==> config.mk <==
export PLATFORM = sky130hd
export DESIGN_NAME = sync_fifo_param
export DESIGN_NICKNAME = d
export VERILOG_FILES = /design/src/rtl/sync_fifo_param.sv
export SDC_FILE = /design/constraint.sdc
export NUM_CORES = 1
export LEC_CHECK = 0
export ABC_CLOCK_PERIOD_IN_PS = 4200
export BUFFER_PORTS_ARGS = -buffer_cell sky130_fd_sc_hd__buf_2
export CAP_MARGIN = 10
export CORE_MARGIN = 2
export CORE_UTILIZATION = 62
export DETAILED_ROUTE_END_ITERATION = 8
export PLACE_DENSITY_LB_ADDON = 0.3
export SKIP_CTS_REPAIR_TIMING = 1
export SLEW_MARGIN = 10
export SYNTH_ARGS = -nofsm -noshare
export SYNTH_HDL_FRONTEND = slang
export SYNTH_SLANG_ARGS = --single-unit
export TNS_END_PERCENT = 30
==> constraint.sdc <==
create_clock -name clock -period 4.2 [get_ports clock]
set_clock_uncertainty 0.2 [all_clocks]
set_input_delay 1.26 -clock clock [delete_from_list [all_inputs] [get_ports clock]]
set_output_delay 1.26 -clock clock [all_outputs]
set_load 0.01 [all_outputs]
==> src/rtl/sync_fifo_param.sv <==
// sync_fifo_param: parametrised single-clock FIFO.
// Provides a true full flag, an occupancy count, programmable almost-full and
// almost-empty thresholds, and sticky overflow/underflow error flags.
// Compile-time option SYNC_FIFO_FWFT_EN selects first-word-fall-through reads:
// the head word is shown on data_out while the FIFO is not empty, and rd consumes it.
// With the macro undefined, data_out is a register that loads on each accepted read.
module sync_fifo_param #(
  parameter int DATA_W   = 8,
  parameter int DEPTH    = 32,
  parameter int AF_LEVEL = 28,
  parameter int AE_LEVEL = 4
) (
  input  logic                   clock,
  input  logic                   reset,
  input  logic                   wr,
  input  logic [DATA_W-1:0]      data_in,
  input  logic                   rd,
  output logic [DATA_W-1:0]      data_out,
  output logic                   full,
  output logic                   empty,
  output logic                   almost_full,
  output logic                   almost_empty,
  output logic [$clog2(DEPTH):0] count,
  output logic                   overflow,
  output logic                   underflow
);

  localparam int ADDR_W = $clog2(DEPTH);
  // The pointers carry one extra MSB, the wrap bit. It tells full apart from
  // empty, so all DEPTH entries can hold data.
  localparam int PTR_W  = ADDR_W + 1;

  localparam logic [PTR_W-1:0] FULL_CNT = PTR_W'(DEPTH);
  localparam logic [PTR_W-1:0] AF_CNT   = PTR_W'(AF_LEVEL);
  localparam logic [PTR_W-1:0] AE_CNT   = PTR_W'(AE_LEVEL);

  // Reject parameter sets that are not legal during elaboration.
  if (DATA_W < 1) begin : g_bad_width
    $error("sync_fifo_param: DATA_W must be >= 1");
  end
  if (DEPTH < 4 || (DEPTH & (DEPTH - 1)) != 0) begin : g_bad_depth
    $error("sync_fifo_param: DEPTH must be a power of 2 and >= 4");
  end
  if (AE_LEVEL < 0 || AE_LEVEL >= AF_LEVEL || AF_LEVEL > DEPTH) begin : g_bad_levels
    $error("sync_fifo_param: require 0 <= AE_LEVEL < AF_LEVEL <= DEPTH");
  end

  logic [DATA_W-1:0] mem_q [DEPTH];
  logic [PTR_W-1:0]  wr_ptr_q, wr_ptr_d;
  logic [PTR_W-1:0]  rd_ptr_q, rd_ptr_d;
  logic              overflow_q, overflow_d;
  logic              underflow_q, underflow_d;
  logic              rd_acc, wr_acc;

  // Occupancy and flags are decoded from the registered pointers.
  assign count        = wr_ptr_q - rd_ptr_q;
  assign empty        = (count == '0);
  assign full         = (count == FULL_CNT);
  assign almost_full  = (count >= AF_CNT);
  assign almost_empty = (count <= AE_CNT);
  assign overflow     = overflow_q;
  assign underflow    = underflow_q;

  // A read needs data to be present. A write needs a free slot, or a read
  // accepted in the same cycle that frees one.
  assign rd_acc = rd & ~empty;
  assign wr_acc = wr & (~full | rd_acc);

  // Next-state logic: advance the pointers and set the sticky error flags.
  always_comb begin
    // NOTE: every output of this block gets a default first. Any path that left
    // one unassigned would make synthesis infer a latch.
    wr_ptr_d    = wr_ptr_q;
    rd_ptr_d    = rd_ptr_q;
    overflow_d  = overflow_q;
    underflow_d = underflow_q;
    if (wr_acc)       wr_ptr_d    = wr_ptr_q + PTR_W'(1);
    if (rd_acc)       rd_ptr_d    = rd_ptr_q + PTR_W'(1);
    if (wr && !wr_acc) overflow_d  = 1'b1;
    if (rd && !rd_acc) underflow_d = 1'b1;
  end

  // Control state registers. Reset takes priority over any wr or rd in the same cycle.
  always_ff @(posedge clock) begin
    // NOTE: sequential state uses non-blocking assignments only. Every register
    // then samples its inputs before any of them updates at this edge.
    if (reset) begin
      wr_ptr_q    <= '0;
      rd_ptr_q    <= '0;
      overflow_q  <= 1'b0;
      underflow_q <= 1'b0;
    end else begin
      wr_ptr_q    <= wr_ptr_d;
      rd_ptr_q    <= rd_ptr_d;
      overflow_q  <= overflow_d;
      underflow_q <= underflow_d;
    end
  end

  // Storage array. It is written only on an accepted write.
  always_ff @(posedge clock) begin
    // NOTE: the memory is left out of reset on purpose. Reset moves the pointers,
    // so old contents can never be read, and the array stays a plain RAM.
    if (wr_acc) mem_q[wr_ptr_q[ADDR_W-1:0]] <= data_in;
  end

`ifdef SYNC_FIFO_FWFT_EN
  // First-word-fall-through: show the head word while data is present, otherwise 0.
  always_comb begin
    data_out = '0;
    if (!empty) data_out = mem_q[rd_ptr_q[ADDR_W-1:0]];
  end
`else
  logic [DATA_W-1:0] data_out_q, data_out_d;

  // Registered read: load the head word on an accepted read, otherwise hold.
  always_comb begin
    data_out_d = data_out_q;
    if (rd_acc) data_out_d = mem_q[rd_ptr_q[ADDR_W-1:0]];
  end

  // Read data register. Reset clears it to 0.
  always_ff @(posedge clock) begin
    if (reset) data_out_q <= '0;
    else       data_out_q <= data_out_d;
  end

  assign data_out = data_out_q;
`endif

endmodule

# ---- After elaboration in Yosys (flattened, before gate mapping)
# Memory sizes are Yosys's and may differ from the RTL's. A register that Yosys moved wholly into a read port is not among the register bits.
# Index checks and enable logic that the tools add are counted.
dict set report word_totals {
  word_cells 23
  input_bits 12
  mem_count 1
  register_bits 14
  latchBits 0
  ramBits 256
  output_inout_bits 20
  mem_bits_ro 0
}
# memory words width read_ports rd_ports_with_merged_regs write_ports line
set mem_list {}
lappend mem_list {mem_q 32 8 1 1 1 48} ;# logic [DATA_W-1:0] mem_q [DEPTH];
dict set report op_classes {
  mux 2
  reduce_logical 5
  order_cmp 2
  n_eq_ne 1
  bitwise_logic 5
  n_addsub 3
  shift 0
  n_div 0
  multipliers 0
}
# cell n
set ops {}
lappend ops {{$add 6x1->6 const B} 2}
lappend ops {{$eq 6x6->1 const B} 1}
lappend ops {{$ge 6x5->1 const B} 1}
lappend ops {{$le 6x3->1 const B} 1}
lappend ops {{$logic_not 6->1} 1}
lappend ops {{$sub 6x6->6} 1}
lappend ops {{$and 1x1->1} 2}
lappend ops {{$logic_and 1x1->1} 2}
lappend ops {{$logic_not 1->1} 2}
lappend ops {{$mux 1} 2}
lappend ops {{$not 1->1} 2}
lappend ops {{$or 1x1->1} 1}

# ---- Longest topological paths before layout
dict set report depth {
  depth_word 8
  ltp_mapped 10
  depth_no_buf 10
}

# ---- Worst setup path after synthesis
# OpenSTA, ideal clock, no wires.
dict set report synth_timing {
  path_kind {flip-flop to output port}
  startpoint {register rd_ptr_q[4]}
  endpoint {output port almost_empty}
  path_buffers 0
  arrival_time_ns 2.452
  t_required_ns 2.740
  path_stages_with_launch 9
  slack_ns 0.288
  path_cell_list {dfxtp_1 clkinv_1 ha_1 and2_1 o21a_1 a31o_2 nor2_4 inv_1 a2111oi_0}
}
dict set report synth_via {
  elab_chain_cells 2
}
# element line
set synth_rtl {}
lappend synth_rtl {{start: declaration} 50} ;# logic [PTR_W-1:0] rd_ptr_q, rd_ptr_d;
lappend synth_rtl {{start signal: assignment} 94} ;# rd_ptr_q <= rd_ptr_d;
lappend synth_rtl {{$sub 6x6->6} 56} ;# assign count = wr_ptr_q - rd_ptr_q;
lappend synth_rtl {{named net count[5]} 23} ;# output logic [$clog2(DEPTH):0] count,
lappend synth_rtl {{$le 6x3->1} 60} ;# assign almost_empty = (count <= AE_CNT);
lappend synth_rtl {{end: declaration} 22} ;# output logic almost_empty,
# The timed path passes the listed nets, and every way through them passes these cells.

# ---- Final worst setup path
dict set report layout_timing {
  startpoint {register wr_ptr_q[0]}
  endpoint {output port full}
}
dict set report layout_via {
  elab_chain_cells 2
}
# element line
set layout_rtl {}
lappend layout_rtl {{start: declaration} 49} ;# logic [PTR_W-1:0] wr_ptr_q, wr_ptr_d;
lappend layout_rtl {{start signal: assignment} 93} ;# wr_ptr_q <= wr_ptr_d;
lappend layout_rtl {{$sub 6x6->6} 56}
lappend layout_rtl {{$eq 6x6->1} 58} ;# assign full = (count == FULL_CNT);
lappend layout_rtl {{end: declaration} 19} ;# output logic full,
# No other way between the ends.

==> impl_results.md <==
* Comb power frac at 21.1%
* Critical path endpoint category: output port
* Worst path max stage delay at 0.54 ns
* Reg-to-reg endpoint: mem_q[0][1]
* Mapped Cells at 623
* Longest Clk Path Bufs at 3
* Fin crit share at 97.2%
* WP data arrival at 2.62 ns
* Crit start category: register
* Hpwl dp at 14.9 mm
* Seq/Total Area, Yosys at 72.2%
* First-pass GRT wire length at 37.4 mm
* 1st-pass router iterations at 7
* Fin cells at 920
* Mean routed wirelength per cell at ~27 um
* Worst min path class: register to register
* Post-Synth Adder-Cell Area at 1.29%
* Critical path launch point: wr_ptr_q[0]
* Die Ht at 139 um
* Setup violators final at 0
* 1st-iter DRT viols at 698
* Net Switching at 1880 uW
* Ys async rst share at 0%
* Worst setup path category: register to output port
* Largest family of logic cells by synthesized area: multiplexers
* CP cell instances: inv_1 > ha_1 > fa_2 > nand2_1 > nor2_1 > o2111ai_4 > inv_4 > buf_2
* Dpl cell area at between 10000 and 15000 um2
* Site Rows at 49
* Die Wd at 139 um
* Ratio of cells with drive above 1 in the final layout at 25.2%
* Final max-slew violation count at 0
* # fillers at 1086
* Fmax at 245 MHz
* Setup ws final at between 0.1 and 0.15 ns
* Slew @ Worst Pin at 1.07 ns
* Via count at a little over 6000
* DRC at 0
* Placed cell count at 867
* Commonest non-fill, non-tap cells in the layout: edfxtp_1 (256), nor2_1 (55), mux4_2 (50)
* H-tree Lvls at 1
* Maximum VDD drop at between 0.4 and 0.5 mV
* Layout area overhead at 12.1%
* Crit Path Max Fanout at 6
* Post-Syn Area at about 11000 um2
* # nets final at 695
* FF-to-FF path depth at 9
* Multi-input logic area at 2960 um2
* Worst setup path end: full
* Largest net degree at the start of global routing at 51
* Remaining Overflow, GRT at 0
* Clk Latency, worst-skew pair at ~0.54 ns
* Crit path depth at 8
* Post-Syn Nets at 646
* P_int at 5070 uW
* Final Cell Area at between 10000 and 15000 um2
* Synth top area share at 68.3%
* Tmin final at 4.08 ns
* Largest area contributor in the netlist: edfxtp_1
* Mux share of post-synthesis cell area at 14.3%
* All-Layer GR Usage at 25.9%
* Initial antenna violation count at 0
* Initial Util at between 60% and 70%
* R2R Path Start: wr_ptr_q[0]
* I/O Pins at 32
* Crit-path slowest cell: fa_2
* Total core area at 17900 um2
* Sequential share of power at 45.1%
* Worst slack at placement at 0.358 ns
* Vias/cell at 6.58
* Vias in the first global route at roughly 6200
* Number of distinct library cells after synthesis at 50
* PD cells at about 550 nW/um2
* R2r setup slk at 0.56 ns
* Die area at roughly 19000 um2
* CP required at 2.74 ns
* Post-Synth Simple-Gate Area at 4.20%
* Max-Cap Viols at 0
* XOR/XNOR Fraction of Synth Area at 0.311%
* Leak at 0.00418 uW
* Status: complete, no violations
* Worst path bufs/invs at 3
* Yosys warns at 0
* Post-synthesis compound-gate area fraction at slightly below 6%
* CTS Buf Count at 28
* FF/Latch Area at 8140 um2
* Ranking of synthesized cells by area: edfxtp_1 (68%), mux4_2 (10%), dfxtp_1 (3.9%)
* Syn_area_per_cell at 18.1 um2
* Clock transition at path regs at 0.06 ns
* Remaining antenna violation count after routing at 0
* Slew HR at approximately 28%
* Most common cell after layout, fill and taps aside: edfxtp_1
* Buffers on Ports at 31
* CTS tree: done
* Clock Power Share at about a third
* Post-synth EDFFs at roughly 260
* Total wire length at 24.6 mm
* RePlAce Congestion at 0.882
* Synthesized flop and latch total at 278
* Setup TNS at 0 ns
* Sink Count at between 200 and 300
* Sw Share at 27.1%
* Synth Flop Type: edfxtp_1
* Final hold viol count at 0
* Antenna cell count at 0
* Clock root buffer: clkbuf_16
* Worst path top cell family by delay: adder cells
-- worst min-delay path by stage --
stage	slack [ns]	endpoint	cells past startpoint	from
2_1_floorplan	0.28	data_out[0]	2	data_out[0]
3_3_place_gp	0.25	data_out[5]	2	data_out[5]
3_5_place_dp	0.25	underflow	2	underflow
4_1_cts	0.26	underflow	2	underflow
5_1_grt	0.28	data_out[2]	2	data_out[2]
6_report	0.26	data_out[2]	2	data_out[2]
-- area by class of cell --
type / instances / area share (%)
inverter: 14 / 0.436
multi-input combinational: 298 / 23.5
tap: 229 / 2.27
clock buffer: 34 / 5.73
sequential: 278 / 64.5
clock inverter: 15 / 1.08
timing repair buffer: 52 / 2.48
-- worst register-to-register path, cell delays in order, from the launching register on --
cell,delay (ns)
dfxtp_4,0.37
inv_1,0.10
ha_1,0.24
fa_2,0.36
xnor2_1,0.36
nor2_1,0.19
o2111ai_4,0.15
buf_4,0.21
o211ai_2,0.32
nor2_1,0.79
-- sequential cells by signal, summed over array words and instances (netlist names) --
name / count
rd_ptr_q: 6
wr_ptr_q: 6
mem_q: 256
data_out: 8
underflow: 1
overflow: 1
-- kinds of logic after synthesis --
group / count (synthesis)
and+or+nand+nor: 103
muxes: 97
adders and majority gates: 11
AOI/OAI and AO/OA: 83
xor gates and xnor gates: 4
DFF: 278
buffers and inverters: 47
-- power groups by stage --
| stage | clock [uW] | sequential (uW) | combinational (uW) |
|---|---|---|---|
| 4_1_cts | 2370 | 3130 | 1400 |
| 2_1_floorplan | 0 | 3190 | 986 |
| 6_report | 2340 | 3130 | 1470 |
| 5_1_grt | 2470 | 3140 | 1560 |
| 3_3_place_gp | 0 | 3190 | 1360 |
| 3_5_place_dp | 0 | 3190 | 1390 |
-- per-layer routing --
layer	GRT usage [%]	up-vias	wire (um)
met5	0	-	0
met3	4.90	50	2090
met1	36.0	3060	9610
met2	42.8	338	12200
li1	-	2607	-
met4	8.08	0	711
-- stage by stage --
step	utilization [%]	power (uW)	hold WS (ns)
6_report	70.5	6950	0.265
5_1_grt	70.5	7170	0.282
4_1_cts	70.0	6900	0.264
3_5_place_dp	65.2	4590	0.251
3_3_place_gp	65.2	4550	0.250
2_1_floorplan	-	4180	0.282
-- Yosys cell counts (3+ instances only) --
cell type,instances
o211ai_2,3
nand3b_1,3
or3_1,3
xnor2_1,3
dfxtp_1,22
mux2_1,5
clkbuf_1,15
nand3_1,10
nand4_1,4
mux2i_1,38
buf_2,12
nor2_1,56
a22oi_1,14
buf_4,3
inv_1,12
buf_1,3
edfxtp_1,256
nor2b_1,6
ha_1,10
a21oi_1,23
mux2_2,4
mux4_2,50
a221o_1,6
nand2_1,13
o221ai_1,16
Power figures use the tool's default switching activity.
